**src/rtl/turn_controller_pkg.sv**
```systemverilog
// Shared types and encodings for the artillery-game turn sequencer.
package turn_controller_pkg;

  localparam int unsigned HP_W    = 10;
  localparam int unsigned TIMER_W = 5;
  localparam int unsigned WINS_W  = 4;

  typedef logic player_id_t;
  localparam player_id_t P1 = 1'b0;
  localparam player_id_t P2 = 1'b1;

  localparam logic [2:0] ST_IDLE      = 3'd0;
  localparam logic [2:0] ST_REGEN     = 3'd1;
  localparam logic [2:0] ST_TURN      = 3'd2;
  localparam logic [2:0] ST_FLIGHT    = 3'd3;
  localparam logic [2:0] ST_SETTLE    = 3'd4;
  localparam logic [2:0] ST_ROUND_END = 3'd5;
  localparam logic [2:0] ST_MATCH_END = 3'd6;

  localparam logic [1:0] WIN_NONE = 2'b00;
  localparam logic [1:0] WIN_P1   = 2'b01;
  localparam logic [1:0] WIN_P2   = 2'b10;
  localparam logic [1:0] WIN_DRAW = 2'b11;

  // One-hot turn grant for a player
  function automatic logic [1:0] grant(input player_id_t p);
    return p ? 2'b10 : 2'b01;
  endfunction

endpackage

```
**src/rtl/turn_controller_if.sv**
```systemverilog
// Player-facing signal bundle of the turn sequencer.
interface turn_controller_if;
  import turn_controller_pkg::*;

  logic                 start;
  logic [1:0]           launch;
  logic [1:0]           boomed;
  logic [HP_W-1:0]      hp1;
  logic [HP_W-1:0]      hp2;
  logic [1:0]           turn_en;
  logic [TIMER_W-1:0]   turn_timer;
  logic [WINS_W-1:0]    wins1;
  logic [WINS_W-1:0]    wins2;
  logic                 terrain_regen;
  logic                 round_over;
  logic [1:0]           winner;

  modport master (
    output start, launch, boomed, hp1, hp2,
    input  turn_en, turn_timer, wins1, wins2, terrain_regen, round_over, winner
  );

  modport slave (
    input  start, launch, boomed, hp1, hp2,
    output turn_en, turn_timer, wins1, wins2, terrain_regen, round_over, winner
  );

endinterface

```
**src/rtl/turn_controller_frame_tick.sv**
```systemverilog
// Brings the asynchronous frame strobe into clk and emits one tick per rising edge.
module turn_controller_frame_tick (
  input  logic clk,
  input  logic reset_n,
  input  logic frame_clk,
  output logic tick
);

  logic [2:0] sync;

  // Two synchroniser flops, one history flop, registered rising-edge pulse
  always_ff @(posedge clk) begin
    if (!reset_n) begin
      sync <= '0;
      tick <= 1'b0;
    end else begin
      sync <= {sync[1:0], frame_clk};
      tick <= sync[1] & ~sync[2];
    end
  end

endmodule

```
**src/rtl/turn_controller.sv**
```systemverilog
// Match/turn sequencer: grants turns, times them off frame ticks, scores rounds.
module turn_controller
  import turn_controller_pkg::*;
#(
  parameter int unsigned FRAMES_PER_SEC = 60,
  parameter int unsigned TURN_SEC       = 20,
  parameter int unsigned FLIGHT_MAX     = 255,
  parameter int unsigned SETTLE_FRAMES  = 30,
  parameter int unsigned WINS_TO_MATCH  = 3
) (
  input  logic               clk,
  input  logic               reset_n,
  input  logic               frame_clk,
  turn_controller_if.slave   bus
);

  localparam int unsigned FW = (FRAMES_PER_SEC > 1) ? $clog2(FRAMES_PER_SEC) : 1;
  localparam int unsigned LW = (FLIGHT_MAX > 1)     ? $clog2(FLIGHT_MAX)     : 1;
  localparam int unsigned SW = (SETTLE_FRAMES > 1)  ? $clog2(SETTLE_FRAMES)  : 1;
  localparam logic [FW-1:0] FPS_LAST = FW'((FRAMES_PER_SEC > 0) ? FRAMES_PER_SEC - 1 : 0);
  localparam logic [LW-1:0] FLT_LAST = LW'((FLIGHT_MAX > 0)     ? FLIGHT_MAX - 1     : 0);
  localparam logic [SW-1:0] SET_LAST = SW'((SETTLE_FRAMES > 0)  ? SETTLE_FRAMES - 1  : 0);
  localparam logic [TIMER_W-1:0] TIMER_LOAD = TIMER_W'(TURN_SEC);
  localparam logic [WINS_W-1:0]  WINS_GOAL  = WINS_W'(WINS_TO_MATCH);
  localparam logic [WINS_W-1:0]  WINS_SAT   = '1;

  logic                tick;
  logic [2:0]          state, state_n;
  player_id_t          cur, cur_n;
  logic [TIMER_W-1:0]  timer, timer_n;
  logic [FW-1:0]       fcnt, fcnt_n;
  logic [LW-1:0]       flt_cnt, flt_n;
  logic [SW-1:0]       set_cnt, set_n;
  logic [WINS_W-1:0]   wins1, wins1_n, wins2, wins2_n;
  logic [1:0]          winner, winner_n;
  logic                boom_q;

  turn_controller_frame_tick u_frame_tick (
    .clk       (clk),
    .reset_n   (reset_n),
    .frame_clk (frame_clk),
    .tick      (tick)
  );

  // Next-state, counter and scoring decisions
  always_comb begin
    state_n  = state;
    cur_n    = cur;
    timer_n  = timer;
    fcnt_n   = fcnt;
    flt_n    = flt_cnt;
    set_n    = set_cnt;
    wins1_n  = wins1;
    wins2_n  = wins2;
    winner_n = winner;
    case (state)
      ST_IDLE, ST_MATCH_END: begin
        if (bus.start) begin
          state_n  = ST_REGEN;
          cur_n    = P1;
          wins1_n  = '0;
          wins2_n  = '0;
          winner_n = WIN_NONE;
        end
      end
      ST_REGEN: begin
        state_n = ST_TURN;
        timer_n = TIMER_LOAD;
        fcnt_n  = '0;
      end
      ST_TURN: begin
        if (bus.launch[cur]) begin
          state_n = ST_FLIGHT;
          flt_n   = '0;
        end else if (tick) begin
          if (fcnt == FPS_LAST) begin
            fcnt_n = '0;
            if (timer <= TIMER_W'(1)) begin
              timer_n = '0;
              state_n = ST_SETTLE;
              set_n   = '0;
            end else begin
              timer_n = timer - TIMER_W'(1);
            end
          end else begin
            fcnt_n = fcnt + FW'(1);
          end
        end
      end
      ST_FLIGHT: begin
        if (bus.boomed[cur] && !boom_q) begin
          state_n = ST_SETTLE;
          set_n   = '0;
        end else if (tick) begin
          if (flt_cnt == FLT_LAST) begin
            state_n = ST_SETTLE;
            set_n   = '0;
          end else begin
            flt_n = flt_cnt + LW'(1);
          end
        end
      end
      ST_SETTLE: begin
        if (tick) begin
          if (set_cnt == SET_LAST) begin
            if (bus.hp1 == '0 || bus.hp2 == '0) begin
              state_n = ST_ROUND_END;
              if (bus.hp1 == '0 && bus.hp2 == '0) begin
                winner_n = WIN_DRAW;
              end else if (bus.hp2 == '0) begin
                winner_n = WIN_P1;
                if (wins1 != WINS_SAT) wins1_n = wins1 + WINS_W'(1);
              end else begin
                winner_n = WIN_P2;
                if (wins2 != WINS_SAT) wins2_n = wins2 + WINS_W'(1);
              end
            end else begin
              state_n = ST_TURN;
              cur_n   = ~cur;
              timer_n = TIMER_LOAD;
              fcnt_n  = '0;
            end
          end else begin
            set_n = set_cnt + SW'(1);
          end
        end
      end
      ST_ROUND_END: begin
        if ((winner == WIN_P1 && wins1 == WINS_GOAL) ||
            (winner == WIN_P2 && wins2 == WINS_GOAL)) begin
          state_n = ST_MATCH_END;
        end else begin
          state_n = ST_REGEN;
          cur_n   = (winner == WIN_P1) ? P2 : P1;
        end
      end
      default: state_n = ST_IDLE;
    endcase
  end

  // State, counters and registered outputs derived from the next state
  always_ff @(posedge clk) begin
    if (!reset_n) begin
      state             <= ST_IDLE;
      cur               <= P1;
      timer             <= '0;
      fcnt              <= '0;
      flt_cnt           <= '0;
      set_cnt           <= '0;
      wins1             <= '0;
      wins2             <= '0;
      winner            <= WIN_NONE;
      boom_q            <= 1'b0;
      bus.turn_en       <= 2'b00;
      bus.turn_timer    <= '0;
      bus.wins1         <= '0;
      bus.wins2         <= '0;
      bus.terrain_regen <= 1'b0;
      bus.round_over    <= 1'b0;
      bus.winner        <= WIN_NONE;
    end else begin
      state             <= state_n;
      cur               <= cur_n;
      timer             <= timer_n;
      fcnt              <= fcnt_n;
      flt_cnt           <= flt_n;
      set_cnt           <= set_n;
      wins1             <= wins1_n;
      wins2             <= wins2_n;
      winner            <= winner_n;
      boom_q            <= bus.boomed[cur];
      bus.turn_en       <= (state_n == ST_TURN) ? grant(cur_n) : 2'b00;
      bus.turn_timer    <= timer_n;
      bus.wins1         <= wins1_n;
      bus.wins2         <= wins2_n;
      bus.terrain_regen <= (state_n == ST_REGEN);
      bus.round_over    <= (state_n == ST_ROUND_END) || (state_n == ST_MATCH_END);
      bus.winner        <= winner_n;
    end
  end

endmodule
```
**src/flat_wrapper.sv**
```systemverilog
// flat-port wrapper written by rule: the top's interface ports become plain ports
module turn_controller_flat import turn_controller_pkg::*;
#(
  parameter int unsigned FRAMES_PER_SEC = 60,
  parameter int unsigned TURN_SEC       = 20,
  parameter int unsigned FLIGHT_MAX     = 255,
  parameter int unsigned SETTLE_FRAMES  = 30,
  parameter int unsigned WINS_TO_MATCH  = 3
)
  (clk, reset_n, frame_clk, bus_start, bus_launch, bus_boomed, bus_hp1, bus_hp2, bus_turn_en, bus_turn_timer, bus_wins1, bus_wins2, bus_terrain_regen, bus_round_over, bus_winner);
  turn_controller_if bus_i ();
  input  logic clk;
  input  logic reset_n;
  input  logic frame_clk;
  input wire logic [$bits(bus_i.start)-1:0] bus_start;
  input wire logic [$bits(bus_i.launch)-1:0] bus_launch;
  input wire logic [$bits(bus_i.boomed)-1:0] bus_boomed;
  input wire logic [$bits(bus_i.hp1)-1:0] bus_hp1;
  input wire logic [$bits(bus_i.hp2)-1:0] bus_hp2;
  output wire logic [$bits(bus_i.turn_en)-1:0] bus_turn_en;
  output wire logic [$bits(bus_i.turn_timer)-1:0] bus_turn_timer;
  output wire logic [$bits(bus_i.wins1)-1:0] bus_wins1;
  output wire logic [$bits(bus_i.wins2)-1:0] bus_wins2;
  output wire logic [$bits(bus_i.terrain_regen)-1:0] bus_terrain_regen;
  output wire logic [$bits(bus_i.round_over)-1:0] bus_round_over;
  output wire logic [$bits(bus_i.winner)-1:0] bus_winner;
  assign bus_i.start = bus_start;
  assign bus_i.launch = bus_launch;
  assign bus_i.boomed = bus_boomed;
  assign bus_i.hp1 = bus_hp1;
  assign bus_i.hp2 = bus_hp2;
  assign bus_turn_en = bus_i.turn_en;
  assign bus_turn_timer = bus_i.turn_timer;
  assign bus_wins1 = bus_i.wins1;
  assign bus_wins2 = bus_i.wins2;
  assign bus_terrain_regen = bus_i.terrain_regen;
  assign bus_round_over = bus_i.round_over;
  assign bus_winner = bus_i.winner;
  turn_controller #(.FRAMES_PER_SEC(FRAMES_PER_SEC), .TURN_SEC(TURN_SEC), .FLIGHT_MAX(FLIGHT_MAX), .SETTLE_FRAMES(SETTLE_FRAMES), .WINS_TO_MATCH(WINS_TO_MATCH)) u_core (.clk(clk), .reset_n(reset_n), .frame_clk(frame_clk), .bus(bus_i));
endmodule
```
**config.mk**
```make
export PLATFORM = sky130hd
export DESIGN_NAME = turn_controller_flat
export DESIGN_NICKNAME = d
export VERILOG_FILES = /design/src/rtl/turn_controller_pkg.sv /design/src/rtl/turn_controller_if.sv /design/src/rtl/turn_controller_frame_tick.sv /design/src/rtl/turn_controller.sv /design/src/flat_wrapper.sv
export SDC_FILE = /design/constraint.sdc
export NUM_CORES = 1
export LEC_CHECK = 0
export BUFFER_PORTS_ARGS = -buffer_cell sky130_fd_sc_hd__buf_4
export CAP_MARGIN = 20
export CELL_PAD_IN_SITES_DETAIL_PLACEMENT = 0
export CELL_PAD_IN_SITES_GLOBAL_PLACEMENT = 1
export CORE_MARGIN = 2
export CORE_UTILIZATION = 44
export CTS_CLUSTER_SIZE = 20
export DETAILED_ROUTE_END_ITERATION = 7
export PLACE_DENSITY_LB_ADDON = 0.1
export SKIP_CTS_REPAIR_TIMING = 1
export SLEW_MARGIN = 20
export SYNTH_ARGS = -nofsm -noshare
export SYNTH_HDL_FRONTEND = slang
export SYNTH_HIERARCHICAL = 1
export SYNTH_SLANG_ARGS = --single-unit
export TNS_END_PERCENT = 1
```
**constraint.sdc**
```tcl
create_clock -name clk -period 5.1 [get_ports clk]
set_clock_uncertainty 0.2 [all_clocks]
set_input_delay 0.255 -clock clk [delete_from_list [all_inputs] [get_ports clk]]
set_output_delay 0.255 -clock clk [all_outputs]
set_load 0.03 [all_outputs]
```
==> flow_summary.json <==
{
  "final_cells": 436,
  "min_period_over_period_pct": 54.3,
  "port-buffer-count": 46,
  "result_of_the_run": "finished, final reports clean",
  "final.setup.tns_ps": 0,
  "yosysSeqAreaShare_pct": 35.9,
  "fp.dieH_um": 81.1,
  "slowest_delay_ps": 690,
  "vias_per_instance": 5.69,
  "global_route.usage.total_pct": 20.0,
  "share_comb_of_total_power_pct": 34.3,
  "power.net_switching_mw": 0.413,
  "area_growth_syn_to_layout_pct": 18.6,
  "finalHoldViolCount": 0,
  "clk_latency_ps": 300,
  "min_to": "u_core/boom_q$_SDFF_PN0_",
  "synth_ff_type": "dfxtp_1",
  "r2r_setup_slack_ps": 2330,
  "cts_inserted_buffers": 5,
  "cts-htree-levels": 2,
  "clk_transition_reported_paths_ps": 90,
  "die_width_um": 81.1,
  "rows": 28,
  "gpl.final_weighted_congestion": 0.825,
  "tritoncts": "built",
  "max_freq_mhz": 361,
  "grt_setup_unrepaired": "false",
  "placedInstanceArea_sq_um": 2990,
  "syn-cell-area_sq_um": 2620,
  "syn_area_per_cell_sq_um": 8.23,
  "final_design_area_no_fill_sq_um": 3110,
  "asr_flop_ratio_synth_pct": 0,
  "worst_ep_arrival_time_ps": 2790,
  "reg2reg_to": "u_core/fcnt[4]$_SDFFE_PN0P_",
  "net_switching_fraction_of_the_power_pct": 38.6,
  "power_frac_seq_pct": 42.1,
  "cts_max_path_buffers": 2,
  "hold_slack_ps": 32.6,
  "max_cap_viol_count": 0,
  "critical-path-slowest-cell": "dfxtp_1",
  "cts.sinks": 47,
  "max-slew-margin-rel_pct": 41.5,
  "synth.net_count": 355,
  "dp.cells": 427,
  "initial_utilization_pct": 44.7,
  "drt-initial-drc-count": 147,
  "min_from": "bus_boomed[0]",
  "final-setup-viol-count": 0,
  "path_delay_family": "compound AO/OA/AOI/OAI gates",
  "drt_wl_total_um": 6220,
  "number_of_vias_in_the_routed_layout": 2481,
  "grt_start_max_net_pins": 25,
  "min_delay_path_depth": 3,
  "peakVddDrop_mv": 0.174,
  "critical_path.most_common_cell": "nand2b_1",
  "timing.critical_path.cells": "nand2b_1, or2b_1, a21oi_1, nand2b_1, o32ai_1",
  "ant_nets": 0,
  "slew_violations": 0,
  "core_area_sq_um": 5850,
  "period_needed_ps": 2770,
  "crit_path_end_kind": "flip-flop",
  "design.die.area_sq_um": 6580,
  "drive_above_1_share_pct": 18.8,
  "leakage_power_nw": 1.20,
  "clkPwrFrac_pct": 23.7,
  "cell_internal_pwr_mw": 0.658,
  "grt.overflow.total": 0,
  "critPathKind": "flip-flop to flip-flop",
  "path_buf_inv": 0,
  "ios": 47,
  "cts_root_buf": "clkbuf_8",
  "worst_r2r_startpoint": "u_core/state[1]$_SDFF_PN0_",
  "postSynthCellCount": 318,
  "launching_element_type_of_the_critical_path": "flip-flop",
  "diodes": 0,
  "timing.critical_path.required_ps": 5120,
  "yosysWarnings": 6,
  "synth-seq-cells": 47,
  "layout_nets": 397,
  "dp_hpwl_um": 4500,
  "number_of_antenna_violations_at_the_first_check_in_global_routing": 0,
  "detail_route.first_pass.iterations": 4,
  "worstPathMaxFanout": 14,
  "timing_worst_slew_pin_value_ps": 878,
  "netlist_cell_types": 59,
  "drt_drc_violations_left": 0,
  "grt_pass1_wl_um": 10300,
  "power.density_cell_area_nw_per_um2": 345,
  "reg2regPathDepth": 5,
  "avgRoutedWirePerCell_um": 14.3,
  "hold_path.class": "input port to flip-flop",
  "number_of_enable_type_register_cells_in_the_synthesized_netlist": 0,
  "grt_pass1_vias": 2279
}
through the flow:
step | util, % | worst slack (ps) | total power [mW]
3_3_place_gp | 51.1 | 2470 | 0.820
5_1_grt | 53.1 | 2070 | 1.14
4_1_cts | 52.9 | 2400 | 1.08
6_report | 53.1 | 2330 | 1.07
2_1_floorplan | - | 2710 | 0.726
3_5_place_dp | 51.1 | 2420 | 0.821
placed cells by master (no fill, tap or decap), types with 6 or more instances in the layout:
| cell type | netlist | layout |
|---|---|---|
| ha_1 | 9 | 9 |
| nor2_1 | 34 | 34 |
| clkbuf_8 | 0 | 7 |
| xor2_1 | 6 | 6 |
| nand2_1 | 25 | 25 |
| nand4_1 | 11 | 11 |
| or4_1 | 8 | 8 |
| nor3_1 | 6 | 6 |
| o21ai_0 | 16 | 16 |
| inv_1 | 11 | 11 |
| buf_4 | 2 | 46 |
| a21oi_1 | 23 | 23 |
| dfxtp_1 | 47 | 47 |
| nand3_1 | 16 | 16 |
synthesized netlist by cell type, types with 3 or more instances:
library cell | n | area, sq um
dfxtp_1 | 47 | 941
nor2_1 | 34 | 128
nand2_1 | 25 | 93.8
a21oi_1 | 23 | 115
nand3_1 | 16 | 80.1
o21ai_0 | 16 | 80.1
inv_1 | 11 | 41.3
nand4_1 | 11 | 68.8
ha_1 | 9 | 113
or4_1 | 8 | 60.1
nor3_1 | 6 | 30.0
xor2_1 | 6 | 52.6
and3_1 | 5 | 31.3
clkbuf_1 | 5 | 18.8
nand2b_1 | 5 | 31.3
nor2b_1 | 5 | 31.3
nor4_1 | 5 | 31.3
o21a_1 | 5 | 37.5
o31ai_1 | 5 | 37.5
xnor2_1 | 5 | 43.8
a22oi_1 | 4 | 30.0
buf_2 | 4 | 20.0
or3_1 | 4 | 25.0
a31oi_1 | 3 | 18.8
and2_1 | 3 | 18.8
and2_2 | 3 | 22.5
and4_1 | 3 | 26.3
nand3b_1 | 3 | 22.5
nor3b_1 | 3 | 22.5
o22ai_1 | 3 | 18.8
power by group through the flow:
stage,registers [mW],clock network (mW),logic (mW)
2_1_floorplan,0.468,0,0.258
3_3_place_gp,0.458,0,0.362
3_5_place_dp,0.458,0,0.362
4_1_cts,0.450,0.261,0.365
5_1_grt,0.459,0.274,0.406
6_report,0.450,0.253,0.367
registers in the layout, indices dropped and copies added, names as in the netlist:
signal	flops
u_core/bus.round_over	1
u_core/wins2	4
u_core/set_cnt	5
u_core/cur	1
u_core/bus.turn_en	2
u_core/u_frame_tick/tick	1
u_core/winner	2
u_core/timer	5
u_core/bus.terrain_regen	1
u_core/boom_q	1
u_core/fcnt	6
u_core/wins1	4
u_core/u_frame_tick/sync	3
u_core/state	3
u_core/flt_cnt	8
metal layers:
metal	global-route usage [%]	vias up	share of wire, %
met3	4.00	11	4.7
li1	-	1255	-
met5	0	-	0
met4	7.29	0	1.6
met1	26.1	1148	47
met2	32.6	67	46
worst max-delay path by stage:
stage                                     end  slack, ps                         start  depth (start not counted)
2_1_floorplan  u_core/set_cnt[3]$_SDFFE_PN0P_       2710  u_core/timer[0]$_SDFFE_PN0P_                          7
3_3_place_gp      u_core/fcnt[4]$_SDFFE_PN0P_       2470    u_core/state[1]$_SDFF_PN0_                          5
3_5_place_dp      u_core/fcnt[4]$_SDFFE_PN0P_       2420    u_core/state[1]$_SDFF_PN0_                          5
4_1_cts           u_core/fcnt[4]$_SDFFE_PN0P_       2400    u_core/state[1]$_SDFF_PN0_                          5
5_1_grt           u_core/fcnt[4]$_SDFFE_PN0P_       2070    u_core/state[1]$_SDFF_PN0_                          5
6_report          u_core/fcnt[4]$_SDFFE_PN0P_       2330    u_core/state[1]$_SDFF_PN0_                          5
kinds of logic after synthesis:
kind of cell	after synthesis	synth area share, %
simple gates	147	31.0
compound gates	78	19.6
flops	47	35.9
buf+inv	23	4.06
xor+xnor	11	3.68
fa+ha+maj	9	4.30
mux	3	1.39
tightest hold or removal path, cell delays in order:
cell	delay [ps]
buf_4	80
mux2i_1	80
nor2_1	90
area by class of cell:
cell class                      instances  area, sq um
Fill cell                             560         2750
Multi-Input combinational cell        248         1570
Sequential cell                        47          941
Timing Repair Buffer                   47          355
Clock buffer                            7         96.3
Tap cell                               75         93.8
Inverter                               11         41.3
Clock inverter                          1         7.51
Power figures use the tool's default switching activity.
